[src/rtl/decode_pkg.sv]
// Shared opcode constants, default field widths, the decoded-instruction struct
// and the opcode legality helper for the decode stage.
package decode_pkg;

  localparam int OP_W_DEF   = 5;
  localparam int MODE_W_DEF = 2;
  localparam int REG_W_DEF  = 5;
  localparam int LIT_W_DEF  = 32;
  localparam int SEQ_W_DEF  = 4;

  localparam logic [4:0] OP_NOP   = 5'h00;
  localparam logic [4:0] OP_LOAD  = 5'h01;
  localparam logic [4:0] OP_STORE = 5'h02;
  localparam logic [4:0] OP_ADD   = 5'h08;
  localparam logic [4:0] OP_SUB   = 5'h09;
  localparam logic [4:0] OP_AND   = 5'h0A;
  localparam logic [4:0] OP_OR    = 5'h0B;
  localparam logic [4:0] OP_XOR   = 5'h0C;
  localparam logic [4:0] OP_SHL   = 5'h0D;
  localparam logic [4:0] OP_SHR   = 5'h0E;
  localparam logic [4:0] OP_BEQ   = 5'h10;
  localparam logic [4:0] OP_BNE   = 5'h11;
  localparam logic [4:0] OP_JMP   = 5'h12;

  // Decoded instruction at the default widths; decode_stage builds the same
  // layout from its own parameters.
  typedef struct packed {
    logic [OP_W_DEF-1:0]   op;
    logic [MODE_W_DEF-1:0] mode;
    logic [REG_W_DEF-1:0]  src;
    logic [REG_W_DEF-1:0]  dst;
    logic [LIT_W_DEF-1:0]  lit;
    logic                  branch;
    logic                  store;
    logic                  load;
    logic                  illegal;
    logic [SEQ_W_DEF-1:0]  seq;
  } dec_instr_t;

  // Opcodes arrive zero-extended to 16 bits so any OP_W up to 16 can use this.
  function automatic logic is_defined_op(input logic [15:0] op);
    case (op)
      16'(OP_NOP), 16'(OP_LOAD), 16'(OP_STORE),
      16'(OP_ADD), 16'(OP_SUB), 16'(OP_AND), 16'(OP_OR),
      16'(OP_XOR), 16'(OP_SHL), 16'(OP_SHR),
      16'(OP_BEQ), 16'(OP_BNE), 16'(OP_JMP): is_defined_op = 1'b1;
      default:                               is_defined_op = 1'b0;
    endcase
  endfunction

endpackage

[src/rtl/decode_skid_buf.sv]
// Two-slot valid/ready skid buffer (output register + skid register) with flush.
// Handshake: a transfer happens on an edge where valid && ready; valid never
// depends on ready, and the payload is stable while valid is held without ready.
module decode_skid_buf #(
  parameter int W = 8
) (
  input  logic         clk,
  input  logic         rst,
  input  logic         flush,
  input  logic         in_valid,
  output logic         in_ready,
  input  logic [W-1:0] in_data,
  output logic         out_valid,
  input  logic         out_ready,
  output logic [W-1:0] out_data
);

  logic         skid_valid;
  logic [W-1:0] skid_data;
  logic         accept;
  logic         issue;

  assign in_ready = !skid_valid && !flush && !rst;
  assign accept   = in_valid && in_ready;
  assign issue    = out_valid && out_ready;

  always_ff @(posedge clk) begin
    if (rst) begin
      out_valid  <= 1'b0;
      skid_valid <= 1'b0;
      out_data   <= '0;
      skid_data  <= '0;
    end else if (flush) begin
      // A same-cycle issue has already been seen downstream; just drop the rest.
      out_valid  <= 1'b0;
      skid_valid <= 1'b0;
    end else if (!out_valid || issue) begin
      if (skid_valid) begin
        out_data   <= skid_data;
        out_valid  <= 1'b1;
        skid_valid <= 1'b0;
      end else if (accept) begin
        out_data  <= in_data;
        out_valid <= 1'b1;
      end else begin
        out_valid <= 1'b0;
      end
    end else if (accept) begin
      skid_data  <= in_data;
      skid_valid <= 1'b1;
    end
  end

endmodule

[src/rtl/decode_stage.sv]
// Registered instruction-decode stage: field split + classification in front of
// a skid buffer, with a per-accept sequence tag. Optional DECODE_ILLEGAL_EN flags undefined opcodes.
module decode_stage
  import decode_pkg::*;
#(
  parameter int OP_W   = 5,
  parameter int MODE_W = 2,
  parameter int REG_W  = 5,
  parameter int LIT_W  = 32,
  parameter int SEQ_W  = 4,
  localparam int INSTR_W = OP_W + MODE_W + 2*REG_W + LIT_W
) (
  input  logic               clk,
  input  logic               rst,
  input  logic               flush,
  input  logic               in_valid,
  output logic               in_ready,
  input  logic [INSTR_W-1:0] in_instr,
  output logic               out_valid,
  input  logic               out_ready,
  output logic [OP_W-1:0]    out_op,
  output logic [MODE_W-1:0]  out_mode,
  output logic [REG_W-1:0]   out_src,
  output logic [REG_W-1:0]   out_dst,
  output logic [LIT_W-1:0]   out_lit,
  output logic               out_branch,
  output logic               out_store,
  output logic               out_load,
  output logic               out_illegal,
  output logic [SEQ_W-1:0]   out_seq
);

  typedef struct packed {
    logic [OP_W-1:0]   op;
    logic [MODE_W-1:0] mode;
    logic [REG_W-1:0]  src;
    logic [REG_W-1:0]  dst;
    logic [LIT_W-1:0]  lit;
    logic              branch;
    logic              store;
    logic              load;
    logic              illegal;
    logic [SEQ_W-1:0]  seq;
  } dec_t;

  dec_t             dec;
  dec_t             held;
  logic [SEQ_W-1:0] seq_cnt;
  logic             accept;
  logic [15:0]      op_ext;

  assign accept = in_valid && in_ready;
  assign op_ext = 16'(in_instr[INSTR_W-1 -: OP_W]);

  always_comb begin
    dec = '0;
    {dec.op, dec.mode, dec.src, dec.dst, dec.lit} = in_instr;
    dec.branch = (op_ext == 16'(OP_BEQ)) || (op_ext == 16'(OP_BNE)) ||
                 (op_ext == 16'(OP_JMP));
    dec.store  = (op_ext == 16'(OP_STORE));
    dec.load   = (op_ext == 16'(OP_LOAD));
`ifdef DECODE_ILLEGAL_EN
    dec.illegal = !is_defined_op(op_ext);
`else
    dec.illegal = 1'b0;
`endif
    dec.seq = seq_cnt;
  end

  // Flush does not rewind the tag so downstream can tell pre- and post-flush work apart.
  always_ff @(posedge clk) begin
    if (rst) begin
      seq_cnt <= '0;
    end else if (accept) begin
      seq_cnt <= seq_cnt + SEQ_W'(1);
    end
  end

  decode_skid_buf #(
    .W($bits(dec_t))
  ) u_skid (
    .clk      (clk),
    .rst      (rst),
    .flush    (flush),
    .in_valid (in_valid),
    .in_ready (in_ready),
    .in_data  (dec),
    .out_valid(out_valid),
    .out_ready(out_ready),
    .out_data (held)
  );

  assign out_op      = held.op;
  assign out_mode    = held.mode;
  assign out_src     = held.src;
  assign out_dst     = held.dst;
  assign out_lit     = held.lit;
  assign out_branch  = held.branch;
  assign out_store   = held.store;
  assign out_load    = held.load;
  assign out_illegal = held.illegal;
  assign out_seq     = held.seq;

endmodule

[config.mk]
export PLATFORM = sky130hd
export DESIGN_NAME = decode_stage
export DESIGN_NICKNAME = d
export VERILOG_FILES = /design/src/rtl/decode_pkg.sv /design/src/rtl/decode_skid_buf.sv /design/src/rtl/decode_stage.sv
export SDC_FILE = /design/constraint.sdc
export NUM_CORES = 1
export LEC_CHECK = 0
export ABC_AREA = 1
export CORE_ASPECT_RATIO = 1.5
export CORE_UTILIZATION = 45
export DETAILED_ROUTE_END_ITERATION = 7
export GPL_TIMING_DRIVEN = 0
export PLACE_DENSITY = 0.77
export SYNTH_ARGS = -nofsm -noshare
export SYNTH_HDL_FRONTEND = slang
export SYNTH_HIERARCHICAL = 1
export SYNTH_SLANG_ARGS = --single-unit
[constraint.sdc]
create_clock -name clk -period 1.7 [get_ports clk]
set_input_delay 0.425 -clock clk [delete_from_list [all_inputs] [get_ports clk]]
set_output_delay 0.425 -clock clk [all_outputs]
set_load 0.02 [all_outputs]
== Word-level counts from Yosys, hierarchy flattened ==
Cells that the tools add are included.

* Memories: 0
* ROM bits: 0
* Bits in latches: 0
* Output and inout port bits: 59
* Bits in registers: 119
* Bits in writable memories: 0
* Input port bits: 54

* $mul: 0
* Add/sub/neg operators: 1
* Bitwise gates (word level): 2
* Equal/unequal tests: 5
* Order comparisons: 0
* Mux-type cells: 4
* Shift-type cells: 0
* Div/mod/pow operators: 0
* Reductions and logical operators: 16

{| class="wikitable"
|+ Operators with widths
! cell !! count
|-
| 57-bit 2-to-1 mux || 2
|-
| 5-bit == test, second input constant || 3
|-
| 3-bit AND reduction || 2
|-
| 5-bit by 1-bit == test with 1-bit output, second input constant || 1
|-
| 5-bit by 2-bit == test with 1-bit output, second input constant || 1
|-
| 4-bit by 1-bit adder with 4-bit output, second input constant || 1
|-
| 1-bit logical AND || 4
|-
| 1-bit zero test || 4
|-
| 1-bit logical OR || 3
|-
| 3-bit OR reduction || 1
|-
| 1-bit 2-to-1 mux || 2
|-
| 1-bit inverter || 2
|-
| 2-bit nonzero test || 1
|-
| 2-bit OR reduction || 1
|}

== Logic depth before layout (Yosys ltp) ==
Gate-level depths: netlist (run 1).

* Word-level depth: 6
* Mapped depth: 9
* Mapped depth without buffers: 9

== Hierarchy ==
The synthesis (run 1) kept the hierarchy.

{| class="wikitable"
|+ By module, submodules not included
! module !! area each (µm²) !! seq. area each (µm²) !! cells an instance !! times used
|-
| decode_skid_buf || 5450.2 || 2322.2 || 873 || 1
|-
| decode_stage || 242.7 || 80.1 || 36 || 1
|}

== Worst setup path after synthesis (run 1) ==
Ideal clock, no wire load.

* Path type: input -> register
* Start point: input port rst
* End point: register u_skid.skid_data[10]
* Stages on the path: 8
* Library setup time: 0.113 ns
* Arrival time: 1.487 ns
* Path slack: 0.100 ns
* Buffers on the path: 2
* Cells stage by stage: inv_2 nand2_2 nor2_2 nand3_2 buf_2 buf_2 nor2_1 nor2_1

* Word-level cells in the longest chain between the ends: 4

{| class="wikitable"
|+ Ends and longest elaborated chain
! element !! line !! source
|-
| start: declaration || decode_stage.sv:14 || <nowiki>input logic rst,</nowiki>
|-
| 1-bit zero test || decode_skid_buf.sv:23 || <nowiki>assign in_ready = !skid_valid && !flush && !rst;</nowiki>
|-
| 1-bit logical AND || decode_skid_buf.sv:23 ||
|-
| named net in_ready || decode_stage.sv:17 || <nowiki>output logic in_ready,</nowiki>
|-
| 1-bit logical AND || decode_skid_buf.sv:24 || <nowiki>assign accept = in_valid && in_ready;</nowiki>
|-
| 3-bit AND reduction (no source line) || n/a ||
|-
| end signal: assignment || decode_skid_buf.sv:49 || <nowiki>skid_data <= in_data;</nowiki>
|-
| end: declaration || decode_skid_buf.sv:19 || <nowiki>logic [W-1:0] skid_data;</nowiki>
|}

The timed path passes the listed nets, and every way through them passes these cells.
A chain may end at the register's enable or synchronous reset.

== Final worst setup path (run 1) ==
* Start point: input port rst
* End point: output port in_ready

* Word-level cells in the longest chain between the ends: 2

{| class="wikitable"
|+ Ends and longest elaborated chain
! element !! line
|-
| 1-bit zero test || decode_skid_buf.sv:23
|-
| 1-bit logical AND || decode_skid_buf.sv:23
|-
| end: declaration || decode_stage.sv:17
|}

Every way passes these cells.

==> results of run 1 <==
## sequential cells by signal, summed over array words and instances, names as in the netlist
| signal | flops |
|---|---|
| seq_cnt | 4 |
| u_skid/out_data | 57 |
| u_skid/out_valid | 1 |
| u_skid/skid_data | 57 |
| u_skid/skid_valid | 1 |
## layout by cell type (no fill, tap or decap), types with 2 or more instances in the layout
| master | count |
|---|---|
| nand2_1 | 294 |
| and2_0 | 14 |
| clkbuf_1 | 15 |
| conb_1 | 2 |
| buf_4 | 11 |
| buf_2 | 24 |
| nor2_2 | 4 |
| dfxtp_1 | 120 |
| nor2_1 | 235 |
| a21oi_1 | 3 |
| clkbuf_4 | 3 |
| nor3_1 | 2 |
| clkinv_2 | 4 |
| bufinv_16 | 2 |
| nand2_2 | 2 |
| buf_1 | 6 |
| dlygate4sd2_1 | 60 |
| nand3_1 | 59 |
| clkbuf_8 | 5 |
| clkbuf_16 | 17 |
| and2_1 | 43 |
| inv_2 | 4 |
| clkinvlp_4 | 2 |
| inv_1 | 64 |
| clkdlybuf4s50_1 | 50 |
## cell type report
cell class | count | share of cell area [%]
buffer | 55 | 3.63
sequential | 120 | 31.7
clock inverter | 8 | 1.25
timing repair buffer | 117 | 14.3
multi-input combinational | 666 | 36.7
tap | 156 | 2.57
clock buffer | 22 | 6.51
inverter | 69 | 3.41
## per-stage QoR
stage / hold WS [ns] / utilization [%] / setup WS, ns / std cells / power, W
floorplan: 0.489 / - / 0.100 / 910 / 0.00329
global placement: 0.461 / 56.6 / -0.781 / 1178 / 0.00360
finish: 0.442 / 61.3 / 0.0721 / 1213 / 0.00706
CTS: 0.424 / 60.9 / 0.0139 / 1209 / 0.00712
global route: 0.453 / 61.3 / -0.00946 / 1213 / 0.00731
detailed placement: 0.471 / 56.6 / -0.775 / 1178 / 0.00361
## worst max-delay path: cells and delay by family
family / cells / cell delay, ns
simple gates: 2 / 0.23
buf+inv: 3 / 0.55
## layer usage
metal  vias to the layer above  GRT usage, %  part of all wire, %
met3                        21          4.86                  4.1
li1                       2967             -                    -
met5                         -             0                    0
met1                      2450          24.2                   42
met2                       120          40.0                   52
met4                         0          8.18                  1.5
## logic make-up after synthesis
kind of cell | after synthesis | share of synthesized area [%]
AND/OR/NAND/NOR | 658 | 48.0
buffers and inverters | 124 | 9.08
flip-flops | 120 | 42.2
AO/OA/AOI/OAI | 5 | 0.483
adder cells (fa/ha/maj) | 1 | 0.220
other | 1 | 0.0659
## where the power goes
group / switching, W / leakage [nW] / internal, W / total, W
Combinational: 0.000338 / 2.58 / 0.000284 / 0.000622
Sequential: 0.0000284 / 0.971 / 0.00287 / 0.00290
Clock: 0.00122 / 0.290 / 0.00232 / 0.00354
Total: 0.00158 / 3.84 / 0.00548 / 0.00706
## timing repair
action	in CTS	in global routing
setup buffers	1	4
setup endpoints to repair	146	50
gates resized for setup	70	8
pin swaps	0	0
## worst paths after layout
check                              startpoint                                end  cells past startpoint
max reg2reg    u_skid/skid_valid$_SDFFE_PP0P_  u_skid/skid_data[35]$_SDFFE_PP0P_                      7
max                                       rst                           in_ready                      5
min reg2reg  u_skid/out_data[17]$_SDFFE_PP0P_   u_skid/out_data[17]$_SDFFE_PP0P_                      2
min                                       rst            seq_cnt[2]$_SDFFE_PP0P_                      2
==> impl_metrics.tcl, run 1 <==
set metrics [dict create \
    dieWidth_um 93.8 \
    clock_latency_ns 0.41 \
    rsz0062_at_grt "yes" \
    yosysWarnings 6 \
    io_pins 113 \
    die_area_um2 13100 \
    powerDensity_nw_per_um2 930 \
    r2r_slack_ns 0.17 \
    cts_sinks 120 \
    multi_input_area_um2 2790 \
    hold_viol 0 \
    vias 5558 \
    rows 50 \
    yosysMostFrequentCell "nand2_1" \
    max_freq_mhz 614 \
    cp_cell_sequence "dlygate4sd2_1 > inv_2 > nand2_2 > nor2_4 > buf_4" \
    grt_antenna_before_repair 0 \
    synth_area_per_cell_um2 6.26 \
    hpwlAfterDp_um 9760 \
    status "completed" \
    clockBufferDepth 2 \
    vias_per_cell 4.58 \
    maxCapViolCount 0 \
    wl_um 13800 \
    slew_headroom_pct 64.9 \
    grt-ovfl-total 0 \
    drtIter0Drc 179 \
    slowest_delay_ns 0.30 \
    ctsHoldBuffers 0 \
    wl_per_cell_um 11.4 \
    ys_ff_latch 120 \
    setup_violations 0 \
    cp-end-kind "output pin" \
    synth_top_cell_area_share_pct 42.2 \
    critPathSlowestCell "dlygate4sd2_1" \
    start_util_pct 46.0 \
    nNetsFinal 1101 \
    final.min_clock_period_ns 1.63 \
    cp-start-kind "input port" \
    fillCellCount 1223 \
    synth_area_um2 5690 \
    synth-edff-count 0 \
    cts_buffers 17 \
    worstPathArrival_ns 1.20 \
    finalInstanceArea_um2 7590 \
    die_h_um 140 \
    worst_pin_slew_ns 0.526 \
    crit_type "input port to output pin" \
    crit_required_ns 1.27 \
    grtUsageTotal_pct 21.9 \
    gp_congestion 0.828 \
    fin_worst_skew_ns 0.00562 \
    async_reset_ff_share_pct 0 \
    ant_nets 0 \
    finalMaxSlewViolations 0 \
    synth.area.top_cells "dfxtp_1, nand2_1, nor2_1" \
    drc 0 \
    synth_common_cells "nand2_1, nor2_1, dfxtp_1" \
    setup_tns_ns 0 \
    ys_seq_area_share_pct 42.2 \
    htree_levels 4 \
    synth_flop_cell "dfxtp_1" \
    cts_tree "yes" \
    insertedDiodeCount 0 \
    io_buffers 112 \
    post-route-period-util_pct 95.8 \
    path_max_fanout 5 \
    vdd_ir_drop_max_mv 0.679 \
    grt_max_degree 17 \
    area_delta_synth_final_pct 33.3 \
    hold_class "input port to flop" \
    root_buffer "clkbuf_16" \
    synth_cells 909 \
    regArea_um2 2400 \
    grt_first_pass_wirelength_um 22700 \
    grt_pass1_vias 5026 \
    core_area_um2 12400 \
    post-synth-top-area-cell "dfxtp_1" \
    p_leak_nw 3.84 \
    synthDistinctLibCells 26 \
    drive_gt1_share_pct 8.04 \
    dr.pass1.iters 7 \
    placed_cell_area_um2 7010 \
    clk_pin_slew_ns 0.05 \
]
No activity file was read; power rests on OpenSTA's default activity.
==> run 2, diff against run 1 <==
HOLD_SLACK_MARGIN = 0.12   (was not set)
==> results of run 2 <==
Final layout, timing and power as in run 1 (identical DEF).
